`src/rtl/demod_frame_ctrl.sv`:
```
// Symbol-timing and framing controller: strobes the demodulator each symbol period,
// samples the decided symbol, hunts for the sync word and delivers length-prefixed payload bytes.
module demod_frame_ctrl #(
  parameter int unsigned SYM_LEN      = 128,
  parameter int unsigned SAMPLE_DELAY = 2,
  parameter logic [15:0] SYNC_WORD    = 16'hE5A3,
  parameter int unsigned MAX_LEN      = 64
) (
  input  logic       clk,
  input  logic       reset,
  input  logic       enable,
  output logic       sym_strobe,
  input  logic [1:0] sym_in,
  output logic [7:0] out_data,
  output logic       out_valid,
  input  logic       out_ready,
  output logic       locked,
  output logic       frame_done,
  output logic       frame_err,
  output logic       overflow
);

  typedef enum logic [2:0] {
    S_IDLE,
    S_HUNT,
    S_HEADER,
    S_PAYLOAD,
    S_DONE
  } state_t;

  localparam logic [7:0] LP_CNT_MAX = 8'(SYM_LEN - 1);
  localparam logic [7:0] LP_SAMPLE  = 8'(SAMPLE_DELAY);
  localparam logic [7:0] LP_MAX_LEN = 8'(MAX_LEN);

  state_t      r_state;
  state_t      w_next_state;
  logic [7:0]  r_cnt;
  logic        r_primed;
  // Only the last 7 symbols need keeping: the 8th comes straight from sym_in.
  logic [13:0] r_sh;
  logic [3:0]  r_nsh;
  logic [1:0]  r_k;
  logic [5:0]  r_acc;
  logic [7:0]  r_remaining;
  logic [7:0]  r_out_data;
  logic        r_out_valid;
  logic        r_overflow;
  logic        r_frame_err;
  logic        r_locked;
  logic        r_frame_done;
  logic        w_locked_nxt;
  logic        w_done_nxt;

  logic        w_sym_evt;
  logic [15:0] w_sh_next;
  logic [3:0]  w_nsh_next;
  logic        w_sync_hit;
  logic        w_in_frame;
  logic [7:0]  w_byte;
  logic        w_byte_done;
  logic        w_len_bad;
  logic        w_accept;

  assign sym_strobe  = enable && (r_cnt == LP_CNT_MAX);
  assign w_sym_evt   = enable && r_primed && (r_cnt == LP_SAMPLE);
  assign w_sh_next   = {r_sh, sym_in};
  assign w_nsh_next  = (r_nsh == 4'd8) ? 4'd8 : r_nsh + 4'd1;
  assign w_sync_hit  = (r_state == S_HUNT) && w_sym_evt &&
                       (w_sh_next == SYNC_WORD) && (w_nsh_next == 4'd8);
  assign w_in_frame  = (r_state == S_HEADER) || (r_state == S_PAYLOAD);
  assign w_byte      = {r_acc, sym_in};
  assign w_byte_done = w_in_frame && w_sym_evt && (r_k == 2'd3);
  assign w_len_bad   = (w_byte == 8'd0) || (w_byte > LP_MAX_LEN);
  assign w_accept    = !r_out_valid || out_ready;

  // Symbol timer; the first strobe after enable arms sampling.
  always_ff @(posedge clk or negedge reset) begin
    // NOTE: sequential state uses non-blocking assignments so every flop sees pre-edge values.
    if (!reset) begin
      r_cnt    <= '0;
      r_primed <= 1'b0;
    end else if (!enable) begin
      r_cnt    <= '0;
      r_primed <= 1'b0;
    end else begin
      r_cnt <= (r_cnt == LP_CNT_MAX) ? 8'd0 : r_cnt + 8'd1;
      if (sym_strobe) r_primed <= 1'b1;
    end
  end

  always_ff @(posedge clk or negedge reset) begin
    if (!reset) r_state <= S_IDLE;
    else        r_state <= w_next_state;
  end

  always_comb begin
    // NOTE: defaulting every comb output first keeps latches from being inferred.
    w_next_state = r_state;
    if (!enable) begin
      w_next_state = S_IDLE;
    end else begin
      case (r_state)
        S_IDLE:    w_next_state = S_HUNT;
        S_HUNT:    if (w_sync_hit) w_next_state = S_HEADER;
        S_HEADER:  if (w_byte_done) w_next_state = w_len_bad ? S_HUNT : S_PAYLOAD;
        S_PAYLOAD: if (w_byte_done && (r_remaining == 8'd1)) w_next_state = S_DONE;
        S_DONE:    w_next_state = S_HUNT;
        default:   w_next_state = S_IDLE;
      endcase
    end
  end

  // Status outputs decoded from the next state and registered, so they are glitch-free.
  always_comb begin
    w_locked_nxt = (w_next_state == S_HEADER) || (w_next_state == S_PAYLOAD);
    w_done_nxt   = (w_next_state == S_DONE);
  end

  always_ff @(posedge clk or negedge reset) begin
    if (!reset) begin
      r_sh         <= '0;
      r_nsh        <= '0;
      r_k          <= '0;
      r_acc        <= '0;
      r_remaining  <= '0;
      r_out_data   <= '0;
      r_out_valid  <= 1'b0;
      r_overflow   <= 1'b0;
      r_frame_err  <= 1'b0;
      r_locked     <= 1'b0;
      r_frame_done <= 1'b0;
    end else if (!enable) begin
      r_sh         <= '0;
      r_nsh        <= '0;
      r_k          <= '0;
      r_acc        <= '0;
      r_remaining  <= '0;
      r_out_valid  <= 1'b0;
      r_overflow   <= 1'b0;
      r_frame_err  <= 1'b0;
      r_locked     <= 1'b0;
      r_frame_done <= 1'b0;
    end else begin
      r_locked     <= w_locked_nxt;
      r_frame_done <= w_done_nxt;
      r_frame_err  <= (r_state == S_HEADER) && w_byte_done && w_len_bad;

      if (r_out_valid && out_ready) r_out_valid <= 1'b0;

      if ((r_state == S_HUNT) && w_sym_evt) begin
        if (w_sync_hit) begin
          r_sh  <= '0;
          r_nsh <= '0;
          r_k   <= '0;
        end else begin
          r_sh  <= w_sh_next[13:0];
          r_nsh <= w_nsh_next;
        end
      end

      if (w_in_frame && w_sym_evt) begin
        r_acc <= w_byte[5:0];
        r_k   <= r_k + 2'd1;
      end

      if ((r_state == S_HEADER) && w_byte_done && !w_len_bad) r_remaining <= w_byte;

      // A new byte may replace one being transferred this cycle; otherwise it is dropped.
      if ((r_state == S_PAYLOAD) && w_byte_done) begin
        r_remaining <= r_remaining - 8'd1;
        if (w_accept) begin
          r_out_data  <= w_byte;
          r_out_valid <= 1'b1;
        end else begin
          r_overflow  <= 1'b1;
        end
      end
    end
  end

  assign out_data   = r_out_data;
  assign out_valid  = r_out_valid;
  assign overflow   = r_overflow;
  assign frame_err  = r_frame_err;
  assign locked     = r_locked;
  assign frame_done = r_frame_done;

endmodule

```
`config.mk`:
```
export PLATFORM = sky130hd
export DESIGN_NAME = demod_frame_ctrl
export DESIGN_NICKNAME = d
export VERILOG_FILES = /design/src/rtl/demod_frame_ctrl.sv
export SDC_FILE = /design/constraint.sdc
export NUM_CORES = 1
export LEC_CHECK = 0
export CORE_MARGIN = 2
export CORE_UTILIZATION = 30
export CTS_CLUSTER_DIAMETER = 150
export DETAILED_ROUTE_END_ITERATION = 12
export GPL_TIMING_DRIVEN = 0
export PLACE_DENSITY = 0.47
export SYNTH_ARGS = -nofsm -noshare
export SYNTH_HDL_FRONTEND = slang
export SYNTH_SLANG_ARGS = --single-unit
```
`constraint.sdc`:
```
create_clock -name clk -period 2.25 [get_ports clk]
set_clock_uncertainty 0.1 [all_clocks]
set_input_delay 0.45 -clock clk [delete_from_list [all_inputs] [get_ports clk]]
set_output_delay 0.45 -clock clk [all_outputs]
set_load 0.01 [all_outputs]
```
Word level (Yosys, flattened, before mapping)
Index checks and enable logic that the tools add are counted. Widths: inputs -> output; s select.

$lt $le $gt $ge: 1. Add/sub/neg operators: 4. Muxes and demuxes: 36. Equal/unequal tests: 22. Reductions and logical operators: 26.

Operator list (number): $mux 14 (3); $mux 8 (5); $eq 16x16->1 const B (1); $mux 4 (4); $logic_and 1x1->1 (14); $eq 3x2->1 const B (4); $mux 1 (12); $mux 3 (4); $mux 6 (2); $pmux 3 s4 (1); $mux 2 (5); $ne 3x1->1 const B (3); $add 8x1->8 const B (1); $eq 4x4->1 const B (2); $eq 8x1->1 const B (1); $eq 8x2->1 const B (1); $eq 8x7->1 const B (1); $gt 8x7->1 const B (1); $logic_not 8->1 (1); $ne 2x1->1 const B (4); $sub 8x1->8 const B (1); $eq 3x3->1 const B (2); $add 4x1->4 const B (1); $logic_or 1x1->1 (4); other kinds (9) (11).

Output and inout bits: 14. Word-level logic and storage cells: 103. Flip-flop bits (word level): 59. Bits of input ports: 6.

Logic depth before layout (Yosys ltp)
Depth after elaboration: 11. Gate-level depth with buffers: 9. Mapped depth without buffers: 7.

Worst setup path before layout
No wires, ideal clock.

Path type: reg2reg. From: register r_cnt[0]. To: register r_out_data[0] (netlist: out_data[0]). Path buffers: 1. Setup slack: 303 ps. Arrival: 1722 ps. Stages on the path, launching flop included: 8. Period minus slack after synthesis: 1947 ps. Cells stage by stage: dfrtp_1 > inv_1 > ha_1 > nor4b_2 > and2_1 > and4_1 > buf_2 > mux2_2.

Longest elaborated chain between the ends: 6.

RTL lines: from (decl) (RTL line 37) `logic [7:0] r_cnt;`; from (signal assigned) (RTL line 86) `r_cnt <= (r_cnt == LP_CNT_MAX) ? 8'd0 : r_cnt + 8'd1;`; $eq 8x2->1 (RTL line 65) `assign w_sym_evt = enable && r_primed && (r_cnt == LP_SAMPLE);`; $logic_and 1x1->1 (RTL line 65); $logic_and 1x1->1 (2 in a row) (RTL line 72) `assign w_byte_done = w_in_frame && w_sym_evt && (r_k == 2'd3);`; $logic_and 1x1->1 (RTL line 169) `if ((r_state == S_PAYLOAD) && w_byte_done) begin`; $reduce_and 3->1 (no line); to (signal assigned) (RTL line 172) `r_out_data <= w_byte;`; to (decl) (RTL line 45) `logic [7:0] r_out_data;`.

No other way between the ends. A chain may end at the register's enable or synchronous reset.

Worst setup path after layout
From: input sym_in[0]. To: register r_sh[1].

Longest elaborated chain between the ends: 6.

RTL lines: from (decl) (RTL line 13) `input logic [1:0] sym_in,`; $eq 16x16->1 (RTL line 69) `(w_sh_next == SYNC_WORD) && (w_nsh_next == 4'd8);`; $logic_and 1x1->1 (RTL line 68) `assign w_sync_hit = (r_state == S_HUNT) && w_sym_evt &&`; $logic_and 1x1->1 (RTL line 69); $mux 14 (RTL line 151) `if (w_sync_hit) begin`; $mux 14 (RTL line 150) `if ((r_state == S_HUNT) && w_sym_evt) begin`; $mux 14 (RTL line 132) `end else if (!enable) begin`; to (signal assigned) (RTL line 156) `r_sh <= w_sh_next[13:0];`; to (decl) (RTL line 40) `logic [13:0] r_sh;`.

No other way between the ends. The select of a mux whose other input is x is not followed.

==> summary.txt <==
Timing
  – Actual slew at the worst max-slew pin: 0.7923 ns
  – Max Freq: 0.4614 GHz
  – Final setup vio count: 0
  – Setup TNS: 0 ns
  – Number of failing hold endpoints at the final stage: 0
  – Max Slew Vio Count: 0
  – Slew margin rel.: 0.4718
  – Final min period: 2.167 ns
  – Final worst path period share: 0.9632

Clock tree
  – TritonCTS clock tree: built
  – CTS HTree Levels: 3
  – Clock tree buffer depth: 2
  – Worst-Skew Late Latency: 0.34 ns
  – Hold Buf Count CTS: 0
  – Reg clk slew, reported paths: 0.07 ns
  – Clk sink count: 59
  – Clk root buf: clkbuf_8
  – CTS Buf Count: 9

Setup path
  – Internal reg-to-reg setup slack: 0.13 ns
  – CP Class: input port to flip-flop
  – Arrival time at the worst endpoint: 2.29 ns
  – Reg2Reg Depth: 8
  – Critical Path Start Type: input port
  – Reg-to-reg endpoint: out_data[2]$_DFFE_PN0P_
  – Critical Path End Type: flip-flop
  – CP Cell Sequence: dlygate4sd2_1, or4b_1, nor4_2, and3_1, nor2b_1, buf_6, a22o_1
  – RR Startpoint: r_cnt[0]$_DFF_PN0_
  – CP startpoint: sym_in[0]
  – Worst Path Max Fanout: 7
  – Crit-path slowest cell: or4b_1
  – Largest stage delay on the critical path: 0.51 ns
  – Critical Path RT: 2.37 ns

GRT
  – First-pass GRT wire length: 11.29 mm
  – GR Util All Layers: 0.1423
  – Largest net degree at the start of global routing: 60
  – Number of global-route vias before repair: 2218
  – Antenna violations before repair: 0
  – Total gr overflow: 0

Drt
  – Wire length on met2: 3.162 mm
  – DR pass1 iterations: 4
  – Wl on met1: 3.326 mm
  – DR vias: 2214
  – Antenna-violating nets left: 0
  – Vias per cell: 4.931
  – Met3 WL: 171 um
  – Initial detailed-routing violation count: 105
  – WL/cell: 15.08 um
  – Residual DRC: 0
  – DRT Wirelength: 6.770 mm
  – Highest Signal Layer: met4

Run
  – Max Cap Viol: 0

Place
  – Port bufs: 19
  – Placed Area: 3212 um2
  – GP Congestion: 0.8170
  – DP Wirelength: 4.358 mm

Yosys
  – Post-synth EDFFs: 0
  – Yosys warns: 0
  – Post-synth cell types: 51
  – Synthesized net count: 289
  – Compound-Gate Fraction of Synth Area: 0.1455
  – Synth Area in XOR/XNOR: 0.02448
  – Post-Synth Adder-Cell Area: 0.03059
  – FF+latch count, synth: 59
  – Post-synthesis mux area share: 0.03497
  – Synth top area share: 0.5157
  – Ys flop type: dfrtp_1
  – Ys async rst share: 1.000
  – Area leader, netlist: dfrtp_1
  – Gate Count Post-Synth: 276
  – Average size of a mapped cell: 10.37 um2
  – Simple-Gate Fraction of Synth Area: 0.2142
  – Top post-synthesis cells by area: dfrtp_1 52%, a22o_1 4.3%, nand2_1 4.1%, mux2_2 3.1%, ha_1 3.1%
  – Main combinational cell family by area after synthesis: simple AND/OR/NAND/NOR gates
  – Post-Syn Area: 2863 um2
  – Sequential area share after synthesis: 0.5157

Floorplanning
  – Die Height: 101.7 um
  – Total core area: 9240 um2
  – Die X: 101.7 um
  – Die footprint: 10340 um2
  – IO Count: 20
  – Row count: 35
  – Starting Density: 0.3098

Worst hold path
  – Worst Hold Class: input port to asynchronous set/reset pin

Outcome
  – Status: finished, final reports clean

Finish
  – Fillers: 908
  – Share of layout cells above drive strength 1: 0.1719
  – Area used by multi-input combinational logic: 1324 um2
  – Antenna diodes: 0
  – Final Cell Area: 3561 um2
  – Most frequent cells in the layout: 58 x dfrtp_1, 31 x nand2_1, 23 x nor2_1
  – Fin nets: 328
  – Area delta synth->final: 24.39%
  – FF+latch area: 1478 um2
  – Commonest non-fill, non-tap cell in the layout: dfrtp_1
  – Core Util, Final: 0.3854

Power
  – VDD IR max: 266.9 uV
  – PwrDens: 644.2 nW/um2
  – P_leak: 1.602 nW
cells in the mapped netlist (5+ instances only):
cell type	number
o21ai_0	14
ha_1	7
a22o_1	14
clkbuf_1	7
o2bb2ai_1	5
a21oi_1	8
and3_1	9
mux2_2	8
inv_1	9
nand3_1	8
xnor2_1	5
nand2_1	31
nor2_1	23
dfrtp_1	59
per-layer routing:
layer | GRT usage | vias up
met3 | 0.02899 | 10
met2 | 0.2227 | 25
met5 | 0 | -
met1 | 0.1949 | 1103
li1 | - | 1076
met4 | 0.05301 | 0
metrics by stage:
stage | hold WS, ns | setup WS, ns | power (W) | cells
finish | 0.09346 | 0.08274 | 0.002294 | 449
global route | 0.1560 | -0.001669 | 0.002379 | 449
detailed placement | 0.3851 | -1.003 | 0.001182 | 424
global placement | 0.3820 | -1.453 | 0.001183 | 424
floorplan | 0.05441 | 0.3029 | 0.001131 | 276
CTS | 0.1207 | 0.04182 | 0.002320 | 447
cell families (layout without fill, tap and decap cells):
kind of cell | count (synthesis) | in the layout
xor gates and xnor gates | 8 | 8
muxes | 9 | 9
AOI/OAI and AO/OA | 60 | 60
adders and majority gates | 7 | 7
and+or+nand+nor | 111 | 111
buffers and inverters | 22 | 66
DFF | 59 | 59
how the worst max path moves through the flow:
| stage | end | slack (ns) |
|---|---|---|
| floorplan | out_data[0]$_DFFE_PN0P_ | 0.30 |
| CTS | r_remaining[4]$_DFFE_PN0P_ | 0.04 |
| detailed placement | sym_strobe | -1.00 |
| global route | r_sh[0]$_DFFE_PN0P_ | -0.002 |
| finish | r_sh[1]$_DFFE_PN0P_ | 0.08 |
| global placement | r_cnt[1]$_DFF_PN0_ | -1.45 |
flip-flops by register name, summed over array words and instances, names as in the netlist:
register,cells
r_acc,6
r_state,3
r_primed,1
frame_done,1
r_sh,14
r_cnt,8
locked,1
r_k,2
overflow,1
r_remaining,8
r_nsh,4
frame_err,1
out_valid,1
out_data,8
final cells by class:
cell class / count / share of cell area
Clock buffer: 12 / 0.04357
Multi-Input combinational cell: 195 / 0.3717
Timing Repair Buffer: 28 / 0.07027
Sequential cell: 59 / 0.4150
Inverter: 9 / 0.009487
Tap cell: 129 / 0.04533
Clock inverter: 4 / 0.02038
Buffer: 13 / 0.02424
critical path: cells and delay by family:
kind	cells	cell delay, ns
AOI/OAI and AO/OA	1	0.18
buffers and inverters	2	0.55
and+or+nand+nor	4	1.11
report_power, final:
| part | total, W | switching (W) | internal [W] | leakage (nW) |
|---|---|---|---|---|
| sequential | 0.00107 | 0.00000665 | 0.00107 | 0.818 |
| combinational | 0.000100 | 0.0000642 | 0.0000363 | 0.672 |
| clock | 0.00112 | 0.000438 | 0.000683 | 0.113 |
repair_timing:
item / in CTS / in global routing
setup endpoints to repair: 38 / 32
buffers inserted: 7 / 2
resized for setup: 14 / 7
pin swaps: 1 / 3
Note: power is estimated with default switching activity, not from simulation.
